--- config.mk ---
export PLATFORM = sky130hd
export DESIGN_NAME = fetch_sequencer
export DESIGN_NICKNAME = d
export VERILOG_FILES = /design/src/rtl/y86_pkg.sv /design/src/rtl/y86_ilen.sv /design/src/rtl/fetch_sequencer.sv
export SDC_FILE = /design/constraint.sdc
export NUM_CORES = 1
export LEC_CHECK = 0
export ABC_AREA = 1
export BUFFER_PORTS_ARGS = -buffer_cell sky130_fd_sc_hd__buf_4
export CAP_MARGIN = 0
export CORE_UTILIZATION = 45
export DETAILED_ROUTE_END_ITERATION = 10
export PLACE_DENSITY = 0.78
export SLEW_MARGIN = 20
export SYNTH_ARGS = -nofsm -noshare
export SYNTH_HDL_FRONTEND = slang
export SYNTH_SLANG_ARGS = --single-unit
export TNS_END_PERCENT = 5
--- constraint.sdc ---
create_clock -name clk -period 11.35 [get_ports clk]
set_input_delay 0.5675 -clock clk [delete_from_list [all_inputs] [get_ports clk]]
set_output_delay 0.5675 -clock clk [all_outputs]
set_load 0.02 [all_outputs]
--- src/rtl/y86_pkg.sv ---
// Shared Y86-64 definitions for the fetch sequencer: instruction codes, status
// codes, sequencer states and the decoded-field record.
package y86_pkg;

  localparam logic [3:0] I_HALT   = 4'h0;
  localparam logic [3:0] I_NOP    = 4'h1;
  localparam logic [3:0] I_RRMOVQ = 4'h2;
  localparam logic [3:0] I_IRMOVQ = 4'h3;
  localparam logic [3:0] I_RMMOVQ = 4'h4;
  localparam logic [3:0] I_MRMOVQ = 4'h5;
  localparam logic [3:0] I_OPQ    = 4'h6;
  localparam logic [3:0] I_JXX    = 4'h7;
  localparam logic [3:0] I_CALL   = 4'h8;
  localparam logic [3:0] I_RET    = 4'h9;
  localparam logic [3:0] I_PUSHQ  = 4'hA;
  localparam logic [3:0] I_POPQ   = 4'hB;

  localparam logic [3:0] RNONE = 4'hF;

  typedef enum logic [2:0] {
    STAT_AOK = 3'd1,
    STAT_HLT = 3'd2,
    STAT_ADR = 3'd3,
    STAT_INS = 3'd4
  } stat_t;

  typedef enum logic [2:0] {
    S_IDLE,
    S_OPC,
    S_REG,
    S_CONST,
    S_DONE,
    S_STOP
  } state_t;

  typedef struct packed {
    logic [3:0]  icode;
    logic [3:0]  ifun;
    logic [3:0]  ra;
    logic [3:0]  rb;
    logic [63:0] valc;
    logic [63:0] valp;
    logic [63:0] instr_pc;
    stat_t       stat;
  } fields_t;

  // Field record at the start of a fetch: nothing decoded yet, status OK.
  function automatic fields_t blank_fields(input logic [63:0] pc);
    fields_t f;
    f.icode    = 4'h0;
    f.ifun     = 4'h0;
    f.ra       = RNONE;
    f.rb       = RNONE;
    f.valc     = 64'd0;
    f.valp     = 64'd0;
    f.instr_pc = pc;
    f.stat     = STAT_AOK;
    return f;
  endfunction

endpackage

--- src/rtl/y86_ilen.sv ---
// Instruction-length decoder: maps an icode to its byte length and to which
// optional parts (register byte, 8-byte constant) follow the opcode byte.
module y86_ilen
  import y86_pkg::*;
(
  input  logic [3:0] icode,
  output logic [3:0] length,
  output logic       has_reg,
  output logic       has_const,
  output logic       valid
);

  always_comb begin
    // NOTE: every output gets a default before the case so no path leaves one unassigned (no latch).
    length    = 4'd0;
    has_reg   = 1'b0;
    has_const = 1'b0;
    valid     = 1'b1;
    case (icode)
      I_HALT, I_NOP, I_RET: length = 4'd1;
      I_RRMOVQ, I_OPQ, I_PUSHQ, I_POPQ: begin
        length  = 4'd2;
        has_reg = 1'b1;
      end
      I_IRMOVQ, I_RMMOVQ, I_MRMOVQ: begin
        length    = 4'd10;
        has_reg   = 1'b1;
        has_const = 1'b1;
      end
      I_JXX, I_CALL: begin
        length    = 4'd9;
        has_const = 1'b1;
      end
      default: valid = 1'b0;
    endcase
  end

endmodule

--- src/rtl/fetch_sequencer.sv ---
// Byte-serial Y86-64 fetch sequencer: reads one instruction byte per memory
// handshake, assembles the decoded fields and presents them with valid/ready.
module fetch_sequencer
  import y86_pkg::*;
(
  input  logic        clk,
  input  logic        rst,
  input  logic        redirect_valid,
  input  logic [63:0] redirect_pc,
  output logic        mem_req,
  output logic [63:0] mem_addr,
  input  logic        mem_ack,
  input  logic [7:0]  mem_rdata,
  input  logic        mem_err,
  output logic        out_valid,
  input  logic        out_ready,
  output logic [3:0]  icode,
  output logic [3:0]  ifun,
  output logic [3:0]  rA,
  output logic [3:0]  rB,
  output logic [63:0] valC,
  output logic [63:0] valP,
  output logic [63:0] instr_pc,
  output logic [2:0]  stat
);

  state_t      state;
  logic [63:0] pc;
  logic [2:0]  k;
  fields_t     f;

  logic [3:0]  ilen_icode;
  logic [3:0]  len;
  logic        has_reg;
  logic        has_const;
  logic        icode_ok;

  // The opcode byte is decoded straight off the bus; later states use the latched icode.
  assign ilen_icode = (state == S_OPC) ? mem_rdata[7:4] : f.icode;

  y86_ilen u_ilen (
    .icode     (ilen_icode),
    .length    (len),
    .has_reg   (has_reg),
    .has_const (has_const),
    .valid     (icode_ok)
  );

  assign icode    = f.icode;
  assign ifun     = f.ifun;
  assign rA       = f.ra;
  assign rB       = f.rb;
  assign valC     = f.valc;
  assign valP     = f.valp;
  assign instr_pc = f.instr_pc;
  assign stat     = f.stat;

  // NOTE: all sequential state uses non-blocking assignments so every register samples pre-edge values.
  always_ff @(posedge clk or posedge rst) begin
    if (rst) begin
      state     <= S_IDLE;
      pc        <= 64'd0;
      k         <= 3'd0;
      mem_req   <= 1'b0;
      mem_addr  <= 64'd0;
      out_valid <= 1'b0;
      f         <= blank_fields(64'd0);
    end else if (redirect_valid) begin
      // Redirect wins over any coincident ack or accept in every state.
      state     <= S_OPC;
      pc        <= redirect_pc;
      k         <= 3'd0;
      mem_req   <= 1'b1;
      mem_addr  <= redirect_pc;
      out_valid <= 1'b0;
      f         <= blank_fields(redirect_pc);
    end else begin
      case (state)
        S_IDLE, S_STOP: begin
          mem_req   <= 1'b0;
          out_valid <= 1'b0;
        end

        S_OPC: begin
          if (mem_ack) begin
            mem_addr <= mem_addr + 64'd1;
            if (mem_err) begin
              f.stat    <= STAT_ADR;
              state     <= S_DONE;
              mem_req   <= 1'b0;
              out_valid <= 1'b1;
            end else begin
              f.icode <= mem_rdata[7:4];
              f.ifun  <= mem_rdata[3:0];
              f.valp  <= (mem_rdata[7:4] == I_HALT) ? pc : pc + {60'd0, len};
              if (!icode_ok || mem_rdata[7:4] == I_HALT) begin
                f.stat    <= icode_ok ? STAT_HLT : STAT_INS;
                state     <= S_DONE;
                mem_req   <= 1'b0;
                out_valid <= 1'b1;
              end else if (has_reg) begin
                state <= S_REG;
              end else if (has_const) begin
                state <= S_CONST;
                k     <= 3'd0;
              end else begin
                state     <= S_DONE;
                mem_req   <= 1'b0;
                out_valid <= 1'b1;
              end
            end
          end
        end

        S_REG: begin
          if (mem_ack) begin
            mem_addr <= mem_addr + 64'd1;
            if (mem_err) begin
              f.stat    <= STAT_ADR;
              state     <= S_DONE;
              mem_req   <= 1'b0;
              out_valid <= 1'b1;
            end else begin
              f.ra <= mem_rdata[7:4];
              f.rb <= mem_rdata[3:0];
              if (has_const) begin
                state <= S_CONST;
                k     <= 3'd0;
              end else begin
                state     <= S_DONE;
                mem_req   <= 1'b0;
                out_valid <= 1'b1;
              end
            end
          end
        end

        S_CONST: begin
          if (mem_ack) begin
            mem_addr <= mem_addr + 64'd1;
            if (mem_err) begin
              f.stat    <= STAT_ADR;
              state     <= S_DONE;
              k         <= 3'd0;
              mem_req   <= 1'b0;
              out_valid <= 1'b1;
            end else begin
              // Little-endian: byte k lands in bits [8k+7:8k].
              f.valc[{k, 3'b000} +: 8] <= mem_rdata;
              if (k == 3'd7) begin
                state     <= S_DONE;
                k         <= 3'd0;
                mem_req   <= 1'b0;
                out_valid <= 1'b1;
              end else begin
                k <= k + 3'd1;
              end
            end
          end
        end

        S_DONE: begin
          if (out_ready) begin
            out_valid <= 1'b0;
            if (f.stat == STAT_AOK) begin
              state    <= S_OPC;
              pc       <= f.valp;
              mem_req  <= 1'b1;
              mem_addr <= f.valp;
              f        <= blank_fields(f.valp);
            end else begin
              state   <= S_STOP;
              mem_req <= 1'b0;
            end
          end
        end

        default: begin
          state     <= S_IDLE;
          mem_req   <= 1'b0;
          out_valid <= 1'b0;
        end
      endcase
    end
  end

endmodule

# Yosys cells after proc, flatten, opt, wreduce, memory -nomap -nowiden

Index checks and enable logic that the tools add are counted.

Add/sub/neg operators: 4
Eq/ne operators: 35
Reduce and logical (&&, ||, !) cells: 33
Shift operators: 2
Muxes and demuxes: 88

Operators with widths:

| kind                                                   | number |
|---|---|
| two-way mux 64 bit                                     | 12 |
| two-way mux 211 bit                                    | 3 |
| case mux 64 bit (2 select lines)                       | 3 |
| two-way mux 3 bit                                      | 30 |
| adder 64 x 1 -> 64 bit (second input constant)         | 1 |
| adder 64 x 4 -> 64 bit                                 | 1 |
| bitwise mux 64 bit                                     | 1 |
| variable shift 8 x 8 -> 64 bit (first input constant)  | 1 |
| indexed part select 8 x 8 -> 64 bit                    | 1 |
| case mux 8 bit (2 select lines)                        | 2 |
| inequality test 3 bit (second input constant)          | 10 |
| two-way mux 1 bit                                      | 28 |
| case mux 3 bit (3 select lines)                        | 2 |
| == test 4 x 3 -> 1 bit (second input constant)         | 4 |
| == test 4 bit (second input constant)                  | 4 |
| two-way mux 8 bit                                      | 2 |
| case mux 4 bit (4 select lines)                        | 1 |
| case mux 3 bit (5 select lines)                        | 1 |
| AND reduction 5 bit                                    | 3 |
| AND reduction 6 bit                                    | 2 |
| nonzero test 3 bit                                     | 4 |
| OR reduction 12 bit                                    | 1 |
| == test 3 bit (second input constant)                  | 3 |
| inequality test 3 x 1 -> 1 bit (second input constant) | 3 |
| other kinds (27)                                       | 39 |

Register bits after elaboration: 347
Output and inout port bits: 277
Input port bits: 78
Logic and storage cells: 176

# Depth between registers and ports, before layout

Depth in word-level cells: 12
Depth in mapped cells: 24

# Modules after synthesis

A second synthesis with hierarchy kept.

Cell total of the unflattened synthesis: 2,542
Area, all modules: 17,292.8 um^2

By module, submodules not included:

| module          | area an instance (um^2) | times used | cells each |
|---|---|---|---|
| fetch_sequencer | 17,207.8                | 1          | 2,523 |
| y86_ilen        | 85.1                    | 1          | 19 |

# Worst setup path after synthesis

Ideal clock, no wire load.

Path type: reg2reg
Start point: register state[2]
End point: register f (netlist bit valP[50])
Library setup time: 0.118 ns
Data arrival time: 2.722 ns
Slack: 8.511 ns
Cell stages (with the launch flop): 22
Data required time: 11.232 ns
Buffers on the path: 1
Cells stage by stage: dfrtp_1 inv_2 nand3_2 buf_4 nand2_1 nand2_1 inv_1 nand2_1 o21ai_0 ha_1 fa_1 inv_1 o21bai_2 nand2_1 nor2_1 nand2_1 nor2_2 nand3_1 nor2_1 nand3_1 nand3_1 nand2_1

Longest elaborated chain between the ends: 11
Elaborated cells on any way between the ends: 32
Those cells by class: add/sub (1); eq/ne (17); mux (7); reduce/logical (7)

RTL lines:

| item                                           | RTL line                                     | source |
|---|---|---|
| from (decl)                                    | fetch_sequencer.sv:27                        | `state_t state;` |
| from (signal assigned)                         | fetch_sequencer.sv:61                        | `state <= S_IDLE;` |
| from (signal assigned)                         | fetch_sequencer.sv:70                        | `state <= S_OPC;` |
| from (signal assigned)                         | fetch_sequencer.sv:89                        | `state <= S_DONE;` |
| == test 3 x 1 -> 1 bit                         | fetch_sequencer.sv:39, fetch_sequencer.sv:78 |  |
| two-way mux 4 bit                              | fetch_sequencer.sv:39                        | `assign ilen_icode = (state == S_OPC) ? mem_rdata[7:4] : f.icode;` |
| == test 4 x 2 -> 1 bit (tied with other cells) | y86_ilen.sv:19                               | `case (icode)` |
| OR reduction 4 bit (tied with other cells)     | y86_ilen.sv:19                               |  |
| case mux 4 bit (4 select lines)                | y86_ilen.sv:19                               |  |
| adder 64 x 4 -> 64 bit                         | fetch_sequencer.sv:95                        | `f.valp <= (mem_rdata[7:4] == I_HALT) ? pc : pc + {60'd0, len};` |
| two-way mux 64 bit                             | fetch_sequencer.sv:95                        |  |
| two-way mux 64 bit                             | fetch_sequencer.sv:87                        | `if (mem_err) begin` |
| two-way mux 64 bit                             | fetch_sequencer.sv:85                        | `if (mem_ack) begin` |
| case mux 64 bit (2 select lines)               | fetch_sequencer.sv:78                        | `case (state)` |
| two-way mux 211 bit                            | fetch_sequencer.sv:68                        | `end else if (redirect_valid) begin` |
| to (signal assigned)                           | fetch_sequencer.sv:67                        | `f <= blank_fields(64'd0);` |
| to (signal assigned)                           | fetch_sequencer.sv:76                        | `f <= blank_fields(redirect_pc);` |
| to (signal assigned)                           | fetch_sequencer.sv:170                       | `f <= blank_fields(f.valp);` |
| to (decl)                                      | fetch_sequencer.sv:30                        | `fields_t f;` |

Several ways; a longest one is shown, not always the timed one. The select of a mux whose other input is x is not followed.
A chain may end at the register's enable or synchronous reset.

# Worst setup path in the final report

Start point: register state[0]
End point: register f (netlist bit valP[7])

The elaborated chain is that of the path after synthesis.

==> reports/results.ini <==
[placed_design]
port_buffers=354
dp_hpwl_mm=59.7
place.gp.congestion=1.03
dp_cells=3250

[outcome]
outcome=finished clean

[worst_setup_path]
crit_path_end=valP[7]
r2r_end=valP[7]
cp_slowest_cell=inv_2
cp_num_cells=13
cp_top_family=buffers and inverters
crit_top_cell=nand2_1
r2r_slack_ns=6.58
critPathLaunch=state[0]
r2r_cells=13
worst-path-buf-inv=4
worstSetupPathType=register to register
critPathMaxStageDelay_ns=0.72
endpoint_kind=register
path_cells=nor2_2 > nand2_2 > buf_4 > nand2_4 > inv_2 > nand2_1 > nand2_1 > nor2_4 > buf_4 > nand2_2 > inv_2 > o221ai_1 > nand2_1
worstPathMaxFanout=60
worst_ep_required_time_ns=11.82
startpoint_type=register
arrival_ns=5.24
reg2reg_from=state[0]

[power]
leakagePower_nw=9.96
p_per_area_mw_per_mm2=284
vdd_drop_max_mv=0.131

[sta]
rsz0062_at_grt=no
setup_violations=0
setup_tns_ns=0
finalCritPeriodShare_pct=42.0
finClkSkew_ns=0.0213
max_slew.worst_pin.slew_ns=1.07
maxClockFrequency_ghz=0.210
hold_viol_final=0
slew-limit-headroom_pct=29.0
final-max-slew-violation-count=0
finalCriticalPeriod_ns=4.77

[final_layout]
area_delta_synth_final_pct=23.4
layout-drive-gt1-share_pct=17.8
fin_cells=3310
nets=2865

[die]
die-width_um=198
die_y_um=198
ioPinCount=355
initial_core_util_pct=45.8
fp.coreArea_mm2=0.0377
rows=71
die-area_mm2=0.0391

[detailed_routing]
vias=19500
drc=0
drtIter0Drc=2405
via_per_inst=5.89
routed_wl_mm=78.4
wire_per_inst_um=23.7
postRouteAntennaNets=0
drt_pass1_iterations=6

[cts]
cts_tree=yes
cts_root_buf=clkbuf_16
ctsHtreeMaxLevel=2
ctsResizeCount=0
post-cts-setup-buffer-count=0
clk_latency_ns=0.53
clkSlewWorstSetupHoldPaths_ns=0.06
cts.path.max_buffers=3
cts_made_buffers=34
cts.sink_count=283
cts-hold-fix-buffers=0

[global_route]
grt_start_max_net_pins=182
grt_overflow=0
grt_usage_pct=39.7
first_global_vias=17900
antenna_found_initial=2
grt_pass1_wl_mm=115

[synth]
syn_avg_cell_area_um2=7.00
yosys_warnings=0
ys_seq_area_share_pct=41.1
synth.area.top_cells=dfrtp_1 40%, nand2_1 14%, o21ai_0 7.2%
yosys.area.top_type_share_pct=39.7
yosysTopAreaCell=dfrtp_1
synth_cell_types=56
ys_seq_elements=283
syn-cell-area_mm2=0.0173
synthCells=2467
syn_nets=2557

[run]
drv_cap=0

[hold_path]
min_path_type=primary input to async pin

synth_stat cells (all sizes together):
cell type  number
xnor2          14
a21o            2
nor2          313
o21bai          3
o211ai          9
inv           268
nand4          47
xor2           37
nor3b           2
a21boi          2
o21ai         308
clkbuf         49
o22ai          35
nand2         655
or2             8
and2            2
fa              1
clkinv          1
nand3b         10
buf            43
dfrtp         274
dfstp           9
nor4            3
nor3           52
a22oi           8
o221ai          1
o2bb2ai         1
o311ai          1
a31oi          48
a32o            1
a311oi          1
o31ai           1
a21oi          85
o32ai           3
ha             11
a211oi          1
and3            1
nand3         157
cells in the final DEF (no fill, tap or decap), types with 3 or more instances in the layout:
cell,synthesis,layout
o211ai_1,9,9
buf_4,5,363
nand4_1,47,47
or2_2,7,7
nand2_1,642,642
a22oi_1,8,8
o21ai_2,12,12
o22ai_1,35,35
nand2_4,3,3
xor2_1,37,37
o21ai_1,49,49
dfrtp_1,274,274
a31oi_1,48,48
nor2_1,299,299
nand3b_1,10,10
o21ai_0,247,247
clkbuf_8,0,7
nand2_2,10,10
a21oi_1,78,78
inv_2,12,12
nor2_2,12,12
dfstp_2,9,9
o32ai_1,3,3
a21oi_2,5,5
nor4_1,3,3
inv_1,255,254
ha_1,11,11
nand3_1,154,154
clkbuf_1,49,8
clkbuf_16,0,35
clkinv_2,0,6
xnor2_1,14,14
nor3_1,51,50
worst min-delay path by stage:
stage	from	to	slack, ns	depth (start not counted)
2_1_floorplan	k[2]	k[2]	0.51	2
3_3_place_gp	valC[40]	valC[40]	0.48	2
3_5_place_dp	ifun[3]	ifun[3]	0.48	2
4_1_cts	rst	mem_addr[17]	0.23	2
5_1_grt	rst	mem_addr[14]	0.27	2
6_report	rst	mem_addr[17]	0.19	2
registers in the layout, indices dropped and copies added, names as in the netlist:
| name | cells |
|---|---|
| pc | 64 |
| icode | 4 |
| rA | 4 |
| stat | 3 |
| rB | 4 |
| out_valid | 1 |
| valC | 64 |
| k | 3 |
| mem_addr | 64 |
| ifun | 4 |
| valP | 64 |
| mem_req | 1 |
| state | 3 |
kinds of logic (layout without fill, tap and decap cells):
family          Yosys count  in the layout  share of synthesized area (%)
other cells               0              1                              0
buf+inv                 361            692                           8.32
xor+xnor                 51             51                           2.59
fa+ha+maj                12             12                          0.913
flops                   283            283                           41.1
compound gates          510            510                           16.5
simple gates           1250           1250                           30.6
area by class of cell:
type	count	area (µm²)
Clock buffer	50	1000
Sequential cell	283	7090
Multi-Input combinational cell	1823	8730
Timing Repair Buffer	364	2750
Fill cell	3646	16400
Antenna cell	1	2.50
Tap cell	511	639
Clock inverter	9	55.1
Inverter	269	1020
worst register-to-register path, cell delays in order (launching register included):
cell and delay (ns):
dfrtp_1 0.47, nor2_2 0.20, nand2_2 0.05, buf_4 0.32, nand2_4 0.62, inv_2 0.50, nand2_1 0.16, nand2_1 0.10
nor2_4 0.11, buf_4 0.48, nand2_2 0.60, inv_2 0.73, o221ai_1 0.27, nand2_1 0.10
metal layers:
layer  global-route usage [%]  up-vias  share of wire, %
li1                         -     8724                 -
met2                     56.8     1272                42
met1                     57.5     9328                42
met4                     16.1        0               4.7
met5                        0        -                 0
met3                     8.93      174                12
per-stage QoR:
stage | util (%) | hold WS (ns) | instance area [µm²] | total power, mW | worst slack [ns]
final | 56.5 | 0.192 | 21300 | 6.04 | 6.58
after floorplan | - | 0.509 | 17300 | 3.55 | 2.99
after detailed placement | 53.7 | 0.481 | 20200 | 4.88 | 6.72
after global placement | 53.7 | 0.484 | 20200 | 4.84 | 6.82
after global routing | 56.5 | 0.266 | 21300 | 6.34 | 6.37
after CTS | 56.5 | 0.228 | 21300 | 5.96 | 6.69
report_power, final:
group | total [mW] | internal, mW | switching, mW
clock | 1.07 | 0.613 | 0.454
sequential | 2.01 | 1.36 | 0.650
combinational | 2.96 | 0.980 | 1.98
No activity file was read; power rests on OpenSTA's default activity.
